## src/rtl/fb_pkg.sv

```systemverilog
// Shared types and defaults for the frame-buffer write controller.
package fb_pkg;

  localparam int DW_DEF       = 12;
  localparam int AW_DEF       = 19;
  localparam int H_ACTIVE_DEF = 640;
  localparam int V_ACTIVE_DEF = 480;
  localparam int FB_PIXELS    = H_ACTIVE_DEF * V_ACTIVE_DEF;

  typedef enum logic [1:0] {
    ST_IDLE     = 2'd0,
    ST_CLEAR    = 2'd1,
    ST_WAIT_SOF = 2'd2,
    ST_CAPTURE  = 2'd3
  } fb_state_t;

  // States in which the pixel stream is accepted.
  function automatic logic is_stream_state(input fb_state_t s);
    return (s == ST_WAIT_SOF) || (s == ST_CAPTURE);
  endfunction

endpackage

```

## src/rtl/fb_addr_gen.sv

```systemverilog
// Raster position counter (x, y and linear address) shared by the clear and capture paths.
// load+inc together restarts at pixel 1, used when the pixel at address 0 is being written now.
module fb_addr_gen
  import fb_pkg::*;
#(
  parameter int H_ACTIVE = H_ACTIVE_DEF,
  parameter int V_ACTIVE = V_ACTIVE_DEF,
  parameter int AW       = AW_DEF
) (
  input  logic          clk,
  input  logic          rst,
  input  logic          load,
  input  logic          inc,
  output logic [AW-1:0] addr,
  output logic          last
);

  localparam int XW = (H_ACTIVE > 1) ? $clog2(H_ACTIVE) : 1;
  localparam int YW = (V_ACTIVE > 1) ? $clog2(V_ACTIVE) : 1;
  localparam logic [XW-1:0] X_LAST = XW'(H_ACTIVE - 1);
  localparam logic [YW-1:0] Y_LAST = YW'(V_ACTIVE - 1);

  logic [XW-1:0] x;
  logic [YW-1:0] y;

  assign last = (x == X_LAST) && (y == Y_LAST);

  always_ff @(posedge clk) begin
    if (rst || (load && !inc)) begin
      x    <= '0;
      y    <= '0;
      addr <= '0;
    end else if (load) begin
      x    <= XW'(1);
      y    <= '0;
      addr <= AW'(1);
    end else if (inc) begin
      if (last) begin
        x    <= '0;
        y    <= '0;
        addr <= '0;
      end else if (x == X_LAST) begin
        x    <= '0;
        y    <= y + 1'b1;
        addr <= addr + 1'b1;
      end else begin
        x    <= x + 1'b1;
        addr <= addr + 1'b1;
      end
    end
  end

endmodule

```

## src/rtl/fb_wr_ctrl.sv

```systemverilog
// Frame-buffer write controller: frame-aligned capture and constant-colour clear on one BRAM port.
// Writes appear one cycle after acceptance; FB_SOF_RESYNC_EN makes a mid-frame SOF restart the frame.
module fb_wr_ctrl
  import fb_pkg::*;
#(
  parameter int DW       = DW_DEF,
  parameter int H_ACTIVE = H_ACTIVE_DEF,
  parameter int V_ACTIVE = V_ACTIVE_DEF,
  parameter int AW       = AW_DEF
) (
  input  logic          i_clk,
  input  logic          i_rst,
  input  logic          i_cap_en,
  input  logic          i_clr_req,
  input  logic [DW-1:0] i_clr_data,
  input  logic          i_data_valid,
  input  logic          i_data_sof,
  input  logic [DW-1:0] i_data,
  output logic          o_data_ready,
  output logic          o_wr_en,
  output logic [AW-1:0] o_wr_addr,
  output logic [DW-1:0] o_wr_data,
  output logic          o_busy,
  output logic          o_frame_done,
  output logic          o_clr_done,
  output logic          o_sof_err
);

  fb_state_t     state, state_nxt;
  logic          accept;
  logic [DW-1:0] clr_color;
  logic          clr_start;
  logic          clr_last_q;

  logic          ag_load, ag_inc, ag_last;
  logic [AW-1:0] ag_addr;

  logic          wr_en_nxt;
  logic [AW-1:0] wr_addr_nxt;
  logic [DW-1:0] wr_data_nxt;
  logic          frame_done_nxt;
  logic          sof_err_nxt;

  assign accept = i_data_valid & o_data_ready;

  fb_addr_gen #(
    .H_ACTIVE (H_ACTIVE),
    .V_ACTIVE (V_ACTIVE),
    .AW       (AW)
  ) u_addr_gen (
    .clk  (i_clk),
    .rst  (i_rst),
    .load (ag_load),
    .inc  (ag_inc),
    .addr (ag_addr),
    .last (ag_last)
  );

  always_comb begin
    state_nxt      = state;
    ag_load        = 1'b0;
    ag_inc         = 1'b0;
    clr_start      = 1'b0;
    wr_en_nxt      = 1'b0;
    wr_addr_nxt    = o_wr_addr;
    wr_data_nxt    = o_wr_data;
    frame_done_nxt = 1'b0;
    sof_err_nxt    = 1'b0;

    case (state)
      ST_IDLE: begin
        if (i_clr_req) begin
          state_nxt = ST_CLEAR;
          ag_load   = 1'b1;
          clr_start = 1'b1;
        end else if (i_cap_en) begin
          state_nxt = ST_WAIT_SOF;
        end
      end

      ST_CLEAR: begin
        wr_en_nxt   = 1'b1;
        wr_addr_nxt = ag_addr;
        wr_data_nxt = clr_color;
        ag_inc      = 1'b1;
        if (ag_last) begin
          state_nxt = ST_IDLE;
        end
      end

      ST_WAIT_SOF: begin
        if (accept && i_data_sof) begin
          wr_en_nxt   = 1'b1;
          wr_addr_nxt = '0;
          wr_data_nxt = i_data;
          ag_load     = 1'b1;
          ag_inc      = 1'b1;
          state_nxt   = ST_CAPTURE;
        end else if (!i_cap_en) begin
          state_nxt = ST_IDLE;
        end
      end

      ST_CAPTURE: begin
        if (accept) begin
          wr_en_nxt   = 1'b1;
          wr_data_nxt = i_data;
          sof_err_nxt = i_data_sof;
`ifdef FB_SOF_RESYNC_EN
          if (i_data_sof) begin
            wr_addr_nxt = '0;
            ag_load     = 1'b1;
            ag_inc      = 1'b1;
          end else begin
            wr_addr_nxt = ag_addr;
            ag_inc      = 1'b1;
            if (ag_last) begin
              frame_done_nxt = 1'b1;
              state_nxt      = i_cap_en ? ST_WAIT_SOF : ST_IDLE;
            end
          end
`else
          // A stray SOF is only reported; the pixel stays in raster order.
          wr_addr_nxt = ag_addr;
          ag_inc      = 1'b1;
          if (ag_last) begin
            frame_done_nxt = 1'b1;
            state_nxt      = i_cap_en ? ST_WAIT_SOF : ST_IDLE;
          end
`endif
        end
      end

      default: state_nxt = ST_IDLE;
    endcase
  end

  always_ff @(posedge i_clk) begin
    if (i_rst) begin
      state        <= ST_IDLE;
      clr_color    <= '0;
      clr_last_q   <= 1'b0;
      o_data_ready <= 1'b0;
      o_wr_en      <= 1'b0;
      o_wr_addr    <= '0;
      o_wr_data    <= '0;
      o_busy       <= 1'b0;
      o_frame_done <= 1'b0;
      o_clr_done   <= 1'b0;
      o_sof_err    <= 1'b0;
    end else begin
      state        <= state_nxt;
      o_data_ready <= is_stream_state(state_nxt);
      o_busy       <= (state_nxt != ST_IDLE);
      o_wr_en      <= wr_en_nxt;
      o_wr_addr    <= wr_addr_nxt;
      o_wr_data    <= wr_data_nxt;
      o_frame_done <= frame_done_nxt;
      o_sof_err    <= sof_err_nxt;
      // Done lands one cycle after the final clear write is on the port.
      clr_last_q   <= (state == ST_CLEAR) && ag_last;
      o_clr_done   <= clr_last_q;
      if (clr_start) begin
        clr_color <= i_clr_data;
      end
    end
  end

endmodule

```

## config.mk

```make
export PLATFORM = sky130hd
export DESIGN_NAME = fb_wr_ctrl
export DESIGN_NICKNAME = d
export VERILOG_FILES = /design/src/rtl/fb_pkg.sv /design/src/rtl/fb_addr_gen.sv /design/src/rtl/fb_wr_ctrl.sv
export SDC_FILE = /design/constraint.sdc
export NUM_CORES = 1
export LEC_CHECK = 0
export CORE_ASPECT_RATIO = 0.5
export CORE_MARGIN = 2
export CORE_UTILIZATION = 39
export DETAILED_ROUTE_END_ITERATION = 10
export GPL_ROUTABILITY_DRIVEN = 1
export PLACE_DENSITY = 0.7
export SYNTH_ARGS = -nofsm -noshare
export SYNTH_HDL_FRONTEND = slang
export SYNTH_SLANG_ARGS = --single-unit
```

## constraint.sdc

```tcl
create_clock -name i_clk -period 5 [get_ports i_clk]
set_clock_uncertainty 0.2 [all_clocks]
set_input_delay 0.5 -clock i_clk [delete_from_list [all_inputs] [get_ports i_clk]]
set_output_delay 0.5 -clock i_clk [all_outputs]
set_load 0.05 [all_outputs]
```

==> impl_metrics.env <==
export IMPL_wl_met3_um=385
export IMPL_final_setup_tns_ns=0
export IMPL_worstPathMaxFanout=19
export IMPL_vias_per_cell=5.19
export IMPL_worst_path_largest_cell_delay_ns=0.79
export IMPL_wl_um=8240
export IMPL_clock_sink_count=90
export IMPL_post_route_cell_area_um2=4830
export IMPL_static_leakage_power_uw=0.00159
export IMPL_routedLengthMet1_um=4150
export IMPL_synth_edf_count=0
export IMPL_design_die_area_um2=10500
export IMPL_clock_insertion_delay_worst_skew_ns=0.33
export IMPL_syn2layout_area_growth_pct=28.3
export IMPL_path_class="reg -> reg"
export IMPL_grt_antenna_before_repair=0
export IMPL_detailed_place_hpwl_um=5640
export IMPL_grt_first_pass_wirelength_um=13900
export IMPL_n_fill_cell=876
export IMPL_initial_utilization_pct=40.0
export IMPL_final_setup_worst_slack_ns=2.08
export IMPL_maximum_capacitance_violations=0
export IMPL_grt_setup_unrepaired="no"
export IMPL_ctsHoldBuffers=0
export IMPL_synth_largest_type_area_fraction_pct=47.8
export IMPL_holdCritPathClass="reg -> reg"
export IMPL_finalCriticalPeriod_ns=2.92
export IMPL_timing_critical_path_required_ns=5.02
export IMPL_crit_path_cell_trace="ha_1, and3_1, nand4_1, o31ai_2, buf_4, a21oi_1"
export IMPL_post_place_setup_slack_ns=1.80
export IMPL_clk_pin_slew_worst_paths_ns=0.06
export IMPL_ys_seq_area_share_pct=47.8
export IMPL_netlist_top_cells_area="sky130_fd_sc_hd__dfxtp_1 48%, sky130_fd_sc_hd__a22o_1 4.4%, sky130_fd_sc_hd__nand2_1 4.2%, sky130_fd_sc_hd__a21oi_1 4.1%, sky130_fd_sc_hd__mux2i_1 3.7%"
export IMPL_drt_first_iter_violations=161
export IMPL_worst_pin_slew_ns=1.13
export IMPL_crit_slowest_cell="sky130_fd_sc_hd__o31ai_2"
export IMPL_layout_worst_path_cycle_share_pct=58.4
export IMPL_n_antenna_cell=0
export IMPL_layout_nets=509
export IMPL_numPortBuffers=66
export IMPL_global_route_overflow_total=0
export IMPL_tritoncts_clock_tree="done"
export IMPL_setup_viol_count_final=0
export IMPL_first_pass_iteration_count_of_the_detailed_router=5
export IMPL_die_width_um=143
export IMPL_antenna_violating_nets_post_route=0
export IMPL_timing_hold_ws_ns=0.246
export IMPL_max_freq_mhz=342
export IMPL_synth_unique_cells=45
export IMPL_layout_cells_most_common="sky130_fd_sc_hd__dfxtp_1"
export IMPL_postSynth_asyncResetShare_pct=0
export IMPL_ys_warnings_count=0
export IMPL_timing_reg2reg_setup_slack_ns=2.08
export IMPL_final_cell_mix="90 x sky130_fd_sc_hd__dfxtp_1, 66 x sky130_fd_sc_hd__clkdlybuf4s50_1, 42 x sky130_fd_sc_hd__nand2_1"
export IMPL_syn_inst=418
export IMPL_final_hold_viol_count=0
export IMPL_layout_cells_sized_above_1_pct=5.82
export IMPL_clk_path_buf_depth=2
export IMPL_area_sequential_um2=1800
export IMPL_maximum_number_of_pins_on_one_net_before_global_route_repair=38
export IMPL_wl_per_cell_um=13.4
export IMPL_detailroute_via_count=3198
export IMPL_htree_levels=3
export IMPL_num_io_pins=67
export IMPL_core_um2=9420
export IMPL_grt_usage_pct=16.9
export IMPL_critPathArrivalTime_ns=2.94
export IMPL_endpoint_kind="flip-flop"
export IMPL_postSynthNetCount=451
export IMPL_dr_max_layer_used="met4"
export IMPL_cts_repair_timing_setup_buffer_count=0
export IMPL_wl_met2_um=3610
export IMPL_power_density_nw_per_um2=333
export IMPL_place_congestion=0.838
export IMPL_yosys_register_bits=90
export IMPL_floorplan_row_count=25
export IMPL_report_final_slew_viol_count=0
export IMPL_cts_resized=0
export IMPL_netlist_area_um2=3770
export IMPL_timing_slew_headroom_pct=24.8
export IMPL_cts_root_buf="sky130_fd_sc_hd__clkbuf_16"
export IMPL_die_y_um=73.5
export IMPL_multi_input_area_um2=1840
export IMPL_dpl_instance_area_um2=4540
export IMPL_drc=0
export IMPL_vdd_drop_max_uv=213
export IMPL_postSynth_topFlopCell="sky130_fd_sc_hd__dfxtp_1"
export IMPL_synth_top_cell_by_area="sky130_fd_sc_hd__dfxtp_1"
export IMPL_first_global_vias=3001
export IMPL_critical_path_startpoint_category="flip-flop"
export IMPL_cts_buffers_inserted=9
export IMPL_status="complete, no violations"
export IMPL_syn_area_per_cell_um2=9.01
cell type report:
class / count / area share, %
clock buffer: 11 / 4.81
clock inverter: 5 / 1.29
inverter: 7 / 0.544
multi-input combinational: 296 / 38.0
sequential: 90 / 37.3
tap: 135 / 3.49
timing repair buffer: 72 / 14.6
registers in the layout (all words and copies together), names as in the netlist:
signal           count
clr_color           12
o_frame_done         1
u_addr_gen.y         9
o_sof_err            1
u_addr_gen.addr     19
clr_last_q           1
o_data_ready         1
state                2
o_busy               1
o_wr_addr           19
o_clr_done           1
u_addr_gen.x        10
o_wr_data           12
o_wr_en              1
metal layers:
metal  track usage [%]  up-vias
li1                  -     1666
met1              22.1     1456
met2              25.3       69
met3              5.61        7
met4              7.81        0
met5                 0        -
synthesized netlist by cell type (all sizes together) (3+ instances only):
library cell / count
nor4: 4
a31oi: 5
ha: 3
nor4b: 3
a22o: 19
a21oi: 32
o31ai: 8
buf: 9
nor2: 35
nand3: 17
mux2i: 14
nand2: 42
xnor2: 8
dfxtp: 90
nand4: 13
or4: 8
inv: 7
clkbuf: 16
and4: 7
nor3: 6
xor2: 4
and3: 3
o21ai: 18
a211oi: 14
or3: 12
where the power goes:
group	total, uW	switching [uW]	internal, uW
Combinational	195	123	71.8
Sequential	756	16.8	739
Clock	661	271	390
worst max-delay path, delay by kind of cell, from the launching register on:
kind / cells / cell delay (ns)
adders and majority gates: 1 / 0.21
AOI/OAI and AO/OA: 2 / 0.85
DFF: 1 / 0.39
and+or+nand+nor: 2 / 0.84
buffers and inverters: 1 / 0.31
final timing paths:
kind | cells after the start | start | endpoint
worst max-delay path | 6 | u_addr_gen.x[0] | u_addr_gen.addr[17]
worst min-delay path | 1 | clr_last_q | o_clr_done
worst max register to register | 6 | u_addr_gen.x[0] | u_addr_gen.addr[17]
worst min register to register | 1 | clr_last_q | o_clr_done
per-stage QoR:
stage	total power (uW)	cells	util (%)
after floorplan	894	418	-
after CTS	1630	616	51.3
after global routing	1680	616	51.3
final	1610	616	51.3
after detailed placement	967	600	48.2
after global placement	964	600	48.2
logic make-up (layout without fill, tap and decap cells):
family	Yosys count	in the layout	share of synthesized area, %
adders and majority gates	3	3	0.996
muxes	14	14	3.72
xor gates and xnor gates	12	12	2.79
DFF	90	90	47.8
AOI/OAI and AO/OA	108	108	19.1
buffers and inverters	32	95	3.79
and+or+nand+nor	159	159	21.8
(Power assumes the default switching activity.)
